===== src/rtl/instr_encoder.sv =====
`default_nettype none
// ============================================================================
//  Module   : instr_encoder
//  Purpose  : Pipelined RV32I instruction encoder. Packs decoded fields
//             (format, opcode, registers, funct bits, immediate) into a
//             32-bit instruction word. Each word gets a sequential byte
//             address. Immediates that cannot be represented are flagged.
//  Revision : 1.0  initial release
// ----------------------------------------------------------------------------
//  Parameters
//    ADDR_W     width of the generated byte address
//    BASE_ADDR  address of the first word after reset or clear
//  Ports
//    clk, rst_n        clock (rising edge), asynchronous active-low reset
//    clear_i           synchronous restart of address, count and halt state
//    in_valid_i        field bundle valid
//    in_ready_o        encoder can accept a bundle
//    fmt_i             0=R 1=I 2=S 3=SB 4=U 5=UJ (6,7 illegal)
//    opcode_i          opcode field
//    rd_i, rs1_i, rs2_i register fields
//    funct3_i          funct3 field
//    funct7_i          funct7 field
//    imm_i             signed byte-offset immediate (U: full upper value)
//    out_valid_o       encoded word valid
//    out_ready_i       downstream accepts
//    out_instr_o       encoded word (NOP on error)
//    out_addr_o        byte address of out_instr_o
//    out_err_o         0=ok 1=range 2=misaligned 3=illegal fmt
//    count_o           good words emitted since reset/clear (saturating)
//  Build option
//    ENCODER_RANGE_CHECK_EN  when defined, enables the immediate range and
//                            alignment checks. When undefined, out-of-range
//                            immediate bits are truncated and only an
//                            illegal format is reported.
// ============================================================================
module instr_encoder #(
    parameter int unsigned          ADDR_W    = 10,
    parameter logic [ADDR_W-1:0]    BASE_ADDR = '0
) (
    input  logic              clk,
    input  logic              rst_n,
    input  logic              clear_i,
    input  logic              in_valid_i,
    output logic              in_ready_o,
    input  logic [2:0]        fmt_i,
    input  logic [6:0]        opcode_i,
    input  logic [4:0]        rd_i,
    input  logic [4:0]        rs1_i,
    input  logic [4:0]        rs2_i,
    input  logic [2:0]        funct3_i,
    input  logic [6:0]        funct7_i,
    input  logic [31:0]       imm_i,
    output logic              out_valid_o,
    input  logic              out_ready_i,
    output logic [31:0]       out_instr_o,
    output logic [ADDR_W-1:0] out_addr_o,
    output logic [1:0]        out_err_o,
    output logic [15:0]       count_o
);

    localparam logic [2:0]  FMT_R  = 3'd0;
    localparam logic [2:0]  FMT_I  = 3'd1;
    localparam logic [2:0]  FMT_S  = 3'd2;
    localparam logic [2:0]  FMT_SB = 3'd3;
    localparam logic [2:0]  FMT_U  = 3'd4;
    localparam logic [2:0]  FMT_UJ = 3'd5;

    localparam logic [1:0]  ERR_OK    = 2'd0;
    localparam logic [1:0]  ERR_RANGE = 2'd1;
    localparam logic [1:0]  ERR_ALIGN = 2'd2;
    localparam logic [1:0]  ERR_FMT   = 2'd3;

    localparam logic [31:0] NOP_WORD  = 32'h0000_0013;
    localparam logic [ADDR_W-1:0] ADDR_STEP = ADDR_W'(4);

    typedef enum logic [0:0] {
        ST_RUN  = 1'b0,
        ST_HALT = 1'b1
    } state_t;

    state_t              state_q, state_d;
    logic                out_valid_q, out_valid_d;
    logic [31:0]         out_instr_q, out_instr_d;
    logic [ADDR_W-1:0]   out_addr_q, out_addr_d;
    logic [1:0]          out_err_q, out_err_d;
    logic [ADDR_W-1:0]   addr_q, addr_d;
    logic [15:0]         count_q, count_d;

    logic [31:0]         w_word;
    logic [1:0]          w_err;
    logic                w_accept;

`ifdef ENCODER_RANGE_CHECK_EN
    // An immediate fits a field when every bit above the field's sign bit
    // matches it, i.e. the upper slice is all zeros or all ones.
    logic w_fits_i;
    logic w_fits_sb;
    logic w_fits_uj;
    assign w_fits_i  = (&imm_i[31:11]) | ~(|imm_i[31:11]);
    assign w_fits_sb = (&imm_i[31:12]) | ~(|imm_i[31:12]);
    assign w_fits_uj = (&imm_i[31:20]) | ~(|imm_i[31:20]);
`endif

    // ------------------------------------------------------------------
    // Field packing and error classification.
    // Priority is illegal fmt > misaligned > range; each format only
    // raises the errors that apply to it, so a single if-chain per
    // format realises the priority.
    // ------------------------------------------------------------------
    always_comb begin
        w_word = '0;
        w_err  = ERR_OK;
        case (fmt_i)
            FMT_R: begin
                w_word = {funct7_i, rs2_i, rs1_i, funct3_i, rd_i, opcode_i};
            end
            FMT_I: begin
                w_word = {imm_i[11:0], rs1_i, funct3_i, rd_i, opcode_i};
`ifdef ENCODER_RANGE_CHECK_EN
                if (!w_fits_i) w_err = ERR_RANGE;
`endif
            end
            FMT_S: begin
                w_word = {imm_i[11:5], rs2_i, rs1_i, funct3_i, imm_i[4:0], opcode_i};
`ifdef ENCODER_RANGE_CHECK_EN
                if (!w_fits_i) w_err = ERR_RANGE;
`endif
            end
            FMT_SB: begin
                w_word = {imm_i[12], imm_i[10:5], rs2_i, rs1_i, funct3_i,
                          imm_i[4:1], imm_i[11], opcode_i};
`ifdef ENCODER_RANGE_CHECK_EN
                if (imm_i[0])        w_err = ERR_ALIGN;
                else if (!w_fits_sb) w_err = ERR_RANGE;
`endif
            end
            FMT_U: begin
                w_word = {imm_i[31:12], rd_i, opcode_i};
`ifdef ENCODER_RANGE_CHECK_EN
                if (imm_i[11:0] != 12'd0) w_err = ERR_RANGE;
`endif
            end
            FMT_UJ: begin
                w_word = {imm_i[20], imm_i[10:1], imm_i[11], imm_i[19:12],
                          rd_i, opcode_i};
`ifdef ENCODER_RANGE_CHECK_EN
                if (imm_i[0])        w_err = ERR_ALIGN;
                else if (!w_fits_uj) w_err = ERR_RANGE;
`endif
            end
            default: begin
                w_err = ERR_FMT;
            end
        endcase
        if (w_err != ERR_OK) begin
            w_word = NOP_WORD;
        end
    end

    // rst_n is included so that in_ready stays low while reset is held
    // and rises combinationally the moment it is released.
    assign in_ready_o = rst_n && !clear_i && (state_q == ST_RUN) &&
                        (!out_valid_q || out_ready_i);
    assign w_accept   = in_valid_i && in_ready_o;

    // ------------------------------------------------------------------
    // FSM next state
    // ------------------------------------------------------------------
    always_comb begin
        state_d = state_q;
        if (clear_i) begin
            state_d = ST_RUN;
        end else if (w_accept && (w_err != ERR_OK)) begin
            state_d = ST_HALT;
        end
    end

    // ------------------------------------------------------------------
    // Datapath next state: output register, address and good-word count
    // ------------------------------------------------------------------
    always_comb begin
        out_valid_d = out_valid_q;
        out_instr_d = out_instr_q;
        out_addr_d  = out_addr_q;
        out_err_d   = out_err_q;
        addr_d      = addr_q;
        count_d     = count_q;
        if (clear_i) begin
            // Any pending word is dropped on restart.
            out_valid_d = 1'b0;
            out_addr_d  = BASE_ADDR;
            addr_d      = BASE_ADDR;
            count_d     = '0;
        end else if (w_accept) begin
            out_valid_d = 1'b1;
            out_instr_d = w_word;
            out_addr_d  = addr_q;
            out_err_d   = w_err;
            if (w_err == ERR_OK) begin
                addr_d = addr_q + ADDR_STEP;
                if (count_q != 16'hFFFF) begin
                    count_d = count_q + 16'd1;
                end
            end
        end else if (out_ready_i) begin
            out_valid_d = 1'b0;
        end
    end

    always_ff @(posedge clk or negedge rst_n) begin
        if (!rst_n) begin
            state_q <= ST_RUN;
        end else begin
            state_q <= state_d;
        end
    end

    always_ff @(posedge clk or negedge rst_n) begin
        if (!rst_n) begin
            out_valid_q <= 1'b0;
            out_instr_q <= '0;
            out_addr_q  <= BASE_ADDR;
            out_err_q   <= ERR_OK;
            addr_q      <= BASE_ADDR;
            count_q     <= '0;
        end else begin
            out_valid_q <= out_valid_d;
            out_instr_q <= out_instr_d;
            out_addr_q  <= out_addr_d;
            out_err_q   <= out_err_d;
            addr_q      <= addr_d;
            count_q     <= count_d;
        end
    end

    assign out_valid_o = out_valid_q;
    assign out_instr_o = out_instr_q;
    assign out_addr_o  = out_addr_q;
    assign out_err_o   = out_err_q;
    assign count_o     = count_q;

endmodule
`default_nettype wire


===== config.mk =====
export PLATFORM = sky130hd
export DESIGN_NAME = instr_encoder
export DESIGN_NICKNAME = d
export VERILOG_FILES = /design/src/rtl/instr_encoder.sv
export SDC_FILE = /design/constraint.sdc
export NUM_CORES = 1
export LEC_CHECK = 0
export CORE_MARGIN = 5
export CORE_UTILIZATION = 48
export CTS_CLUSTER_DIAMETER = 40
export DETAILED_ROUTE_END_ITERATION = 6
export PLACE_DENSITY = 0.95
export REMOVE_ABC_BUFFERS = 1
export SLEW_MARGIN = 20
export SYNTH_ARGS = -nofsm -noshare
export SYNTH_HDL_FRONTEND = slang
export SYNTH_SLANG_ARGS = --single-unit

===== constraint.sdc =====
create_clock -name clk -period 2.61 [get_ports clk]
set_input_delay 0.6525 -clock clk [delete_from_list [all_inputs] [get_ports clk]]
set_output_delay 0.6525 -clock clk [all_outputs]
set_load 0.03 [all_outputs]

Yosys cells after proc, flatten, opt, wreduce, memory -nomap -nowiden
Cells that the tools add are included.
{"block": "classes", "n_addsub": 2, "n_mul": 0, "div_mod_pow": 0, "order_cmp": 0, "n_eq_ne": 6, "shifts": 0, "muxes": 17, "bitwise_logic": 2, "n_reduce_logical": 20}
{"cell": "$pmux W32 S6", "count": 1}
{"cell": "$mux W16", "count": 4}
{"cell": "$mux W10", "count": 5}
{"cell": "$mux W32", "count": 1}
{"cell": "$add A16 B1 Y16 const B", "count": 1}
{"cell": "$ne A16 B16 Y1 const B", "count": 1}
{"cell": "$add A10 B3 Y10 const B", "count": 1}
{"cell": "$reduce_bool A2 Y1", "count": 5}
{"cell": "$eq A3 B2 Y1 const B", "count": 2}
{"cell": "$eq A3 B3 Y1 const B", "count": 2}
{"cell": "$reduce_or A6 Y1", "count": 1}
{"cell": "$logic_and A1 B1 Y1", "count": 5}
{"cell": "$mux W1", "count": 5}
{"cell": "$reduce_and A2 Y1", "count": 2}
{"cell": "$eq A3 B1 Y1 const B", "count": 1}
{"cell": "$logic_not A3 Y1", "count": 1}
{"cell": "$reduce_and A3 Y1", "count": 1}
{"cell": "$reduce_bool A3 Y1", "count": 1}
{"cell": "$logic_not A1 Y1", "count": 2}
{"cell": "$logic_not A2 Y1", "count": 1}
{"cell": "$mux W2", "count": 1}
{"cell": "$not A1 Y1", "count": 2}
{"cell": "$logic_or A1 B1 Y1", "count": 1}
{"block": "totals", "reg_bits": 72, "latch_bits": 0, "mem_bits_rw": 0, "rom_bits": 0, "input_bits": 72, "out_inout_bits": 62, "n_memories": 0}

Longest topological paths before layout
{"block": "logic_depth", "ltp_word": 8, "mapped_depth": 7}

Worst setup path before layout
OpenSTA, ideal clock, no wires.
{"block": "synth_timing", "kind": "input port to flip-flop", "start": "in clear_i", "end": "reg count_q[15], in the netlist count_o[15]", "setup_time_ns": 0.126, "arrival_time_ns": 1.933, "slack_ns": 0.551, "path_stages": 5, "path_buffers": 1, "path_cell_list": "buf_6 -> and4bb_4 -> nand3_4 -> or4_1 -> o311a_1"}
{"block": "synth_via", "elab_chain_cells": 7, "word_cells_on_any_way": 10, "cone_classes": "mux: 1; reduce/logical: 9"}
{"element": "start: declaration", "line_no": "42", "text": "input logic clear_i,"}
{"element": "$logic_not A1 Y1", "line_no": "162", "text": "assign in_ready_o = rst_n && !clear_i && (state_q == ST_RUN) &&"}
{"element": "$logic_and A1 B1 Y1 (3 in series)", "line_no": "162"}
{"element": "$logic_and A1 B1 Y1", "line_no": "164", "text": "assign w_accept = in_valid_i && in_ready_o;"}
{"element": "$reduce_bool A2 Y1 (no source line)"}
{"element": "$reduce_and A3 Y1 (no source line)"}
{"element": "end signal: assignment", "line_no": "232", "text": "count_q <= count_d;"}
{"element": "end: declaration", "line_no": "87", "text": "logic [15:0] count_q, count_d;"}
Several ways; a longest one is shown, not always the timed one.
A chain may end at the register's enable or synchronous reset.

Worst setup path in the final report
{"block": "layout_timing", "start": "in out_ready_i", "end": "out in_ready_o"}
{"block": "layout_via", "elab_chain_cells": 2}
{"element": "start: declaration", "line_no": "54", "text": "input logic out_ready_i,"}
{"element": "$logic_or A1 B1 Y1", "line_no": "163", "text": "(!out_valid_q || out_ready_i);"}
{"element": "$logic_and A1 B1 Y1", "line_no": "162"}
{"element": "end: declaration", "line_no": "44", "text": "output logic in_ready_o,"}
No other way between the ends.

==> results.py <==
metrics = {
    "floorplanning": {
        "initial_core_util_pct": 48.7,
        "die_h_microns": 95.1,
        "die_x_microns": 95.1,
        "core_sq_um": 7140,
        "pin_count": 134,
        "fp-row-count": 31,
        "dieArea_sq_um": 9050,
    },
    "detailed_routing": {
        "drt_pass1_iterations": 4,
        "dr.max_layer_used": "met4",
        "num_vias": 3564,
        "wl_met3_microns": 1220,
        "wl_per_cell_microns": 18.3,
        "viasPerCell": 5.88,
        "wl_microns": 11100,
        "wl_met1_microns": 4130,
        "drtIter0Drc": 240,
        "drc": 0,
        "route.met2.wl_microns": 5470,
        "ant_nets": 0,
    },
    "synth": {
        "postSynthAreaPerCell_sq_um": 9.43,
        "synth.area.top_cells": "dfrtp_1, a221oi_1, nor2_1, nand2_1, mux2i_1",
        "synth_top_cell_by_area": "dfrtp_1",
        "synth_edf_count": 0,
        "ys_warn_count": 0,
        "synth_top_family_by_area": "simple AND/OR/NAND/NOR gates",
        "muxShareOfSynthArea_pct": 4.46,
        "synth-simple-area-share_pct": 21.9,
        "synth_compound_area_share_pct": 19.0,
        "seq_area_frac_synth_pct": 48.9,
        "synth_xor_area_share_pct": 0.252,
        "synth_area_sq_um": 3480,
        "syn_inst": 369,
        "ys_types": 46,
        "synthArstFlopShare_pct": 100,
        "synth-seq-cells": 68,
        "synth_fa_ha_area_share_pct": 0.719,
        "yosysTopAreaCellShare_pct": 48.9,
        "synth-main-ff-cell": "dfrtp_1",
    },
    "min_path": {
        "hold_class": "in2async",
    },
    "timing": {
        "rsz0062_at_grt": "false",
        "setup_slack_ns": 0.228,
        "max_slew_margin_pct": 37.6,
        "period_share_pct": 91.3,
        "setup_violations": 0,
        "max_freq_mhz": 420,
        "fin_worst_skew_ns": 0.00865,
        "period_minus_slack_ns": 2.38,
        "worst_hold_slack_ns": 0.0920,
        "hold_viol": 0,
        "worst_pin_slew_ns": 0.935,
        "slew_violations": 0,
    },
    "clocking": {
        "tritoncts": "yes",
        "post_cts.repair.setup_buffers": 0,
        "clockBufferDepth": 2,
        "numCtsBuffers": 9,
        "htreeDepth": 3,
        "path_clk_slew_ns": 0.07,
        "cts_sinks": 68,
        "clock-root-buffer": "clkbuf_8",
        "clk_latency_ns": 0.35,
        "cts_hold_buf": 0,
        "post_cts_resized": 0,
    },
    "worst_setup_path": {
        "path_class": "in2out",
        "start_kind": "input port",
        "worstPathCellList": "clkdlybuf4s50_1 -> nand2b_1 -> and3_1 -> buf_4",
        "cp-end-kind": "output port",
        "crit_arrival_ns": 1.73,
        "path_max_fanout": 7,
        "required_ns": 1.96,
        "max_stage_delay_ns": 0.45,
        "worst_path_max_delay_cell": "clkdlybuf4s50_1",
    },
    "global_route": {
        "grt.total_usage_pct": 25.2,
        "grt_max_degree": 68,
        "grt_first_pass_wirelength_microns": 17400,
        "grt-ovfl-total": 0,
        "grt_pass1_vias": 3534,
        "antenna_found_initial": 0,
    },
    "power": {
        "power_density_nw_per_um2": 580,
        "power.leakage_nw": 2.10,
        "ir_worst_vdd_mv": 0.358,
    },
    "outcome": {
        "status": "finished, final reports clean",
    },
    "cells_and_area": {
        "multiInputGateArea_sq_um": 1610,
        "seqCellArea_sq_um": 1700,
        "final_layout_size_suffix_gt1_share_pct": 8.28,
        "final_cell_mix": "clkdlybuf4s50_1, dfrtp_1, nor2_1",
        "fillers": 514,
        "area_growth_pct": 47.7,
        "num-nets-final": 576,
        "final_common_cell": "clkdlybuf4s50_1",
        "antenna_cells": 0,
    },
    "placement": {
        "gp_congestion": 0.892,
        "hpwlAfterDp_microns": 8090,
        "dp_slack_ns": 0.0658,
        "port-buffer-count": 133,
    },
    "flow_run": {
        "cap_violations": 0,
    },
}
-- sequential cells by signal, summed over array words and instances (netlist names) --
| register | cells |
|---|---|
| out_addr_o | 9 |
| state_q | 1 |
| out_err_o | 1 |
| out_instr_o | 32 |
| addr_q | 8 |
| count_o | 16 |
| out_valid_o | 1 |
-- power breakdown --
part | switching [mW] | internal [mW]
registers | 0.0755 | 1.17
logic | 0.479 | 0.382
clock network | 0.431 | 0.446
total | 0.985 | 1.99
-- stage by stage --
stage	total power [mW]	util [%]	TNS (ns)	cells	instance area [sq um]
2_1_floorplan	1.64	-	-0.191	342	3350
3_3_place_gp	2.09	69.2	0	590	4940
3_5_place_dp	2.11	69.2	0	590	4940
4_1_cts	2.99	72.0	0	606	5140
5_1_grt	3.11	72.0	0	606	5140
6_report	2.98	72.0	0	606	5140
-- cells by family (layout without fill, tap and decap cells) --
logic type | count (synthesis) | after routing
DFF | 68 | 68
adders and majority gates | 2 | 2
and+or+nand+nor | 154 | 154
buffers and inverters | 36 | 174
muxes | 15 | 15
xor gates and xnor gates | 1 | 1
AOI/OAI and AO/OA | 93 | 93
-- routing by layer --
| layer | global-route usage [%] | vias up |
|---|---|---|
| met2 | 42.4 | 208 |
| met5 | 0 | - |
| met1 | 29.6 | 1702 |
| li1 | - | 1630 |
| met3 | 8.13 | 24 |
| met4 | 10.1 | 0 |
-- path summary, 6_finish.rpt --
| kind | startpoint | endpoint | slack [ns] | cells past startpoint |
|---|---|---|---|---|
| hold reg to reg | out_instr_o[2] | out_instr_o[2] | 0.48 | 2 |
| max in group asynchronous | rst_n | out_instr_o[11] | 1.50 | 2 |
| setup / recovery | out_ready_i | in_ready_o | 0.23 | 4 |
| min in group clk | out_instr_o[2] | out_instr_o[2] | 0.48 | 2 |
| setup reg to reg | count_o[0] | count_o[14] | 0.57 | 5 |
| hold / removal | rst_n | out_addr_o[3] | 0.09 | 1 |
-- cell usage after synthesis (2+ instances only) --
cell,count
nor2_1,49
clkbuf_1,17
dfrtp_1,68
a21oi_1,13
ha_1,2
mux2i_1,11
and3_1,6
a22o_1,6
nor2b_1,5
or4_1,11
nand4_1,5
o31ai_1,9
mux2_2,4
o41ai_1,6
buf_2,5
o21a_1,2
nand4b_1,2
inv_1,9
nand3_1,13
a221oi_1,22
o311ai_1,3
nor4_1,4
o21ai_0,22
o311ai_0,2
buf_6,2
and4_1,3
nand2_1,48
buf_4,2
-- critical path, delay by kind of cell --
| kind | cells | cell delay [ns] |
|---|---|---|
| AND/OR/NAND/NOR | 2 | 0.47 |
| buffers and inverters | 2 | 0.61 |
-- layout make-up --
class	count	area share (%)
Tap cell	99	2.41
Multi-Input combinational cell	265	31.4
Timing Repair Buffer	149	28.6
Clock inverter	7	1.44
Sequential cell	68	33.1
Clock buffer	9	2.41
Inverter	9	0.657
Power figures use the tool's default switching activity.
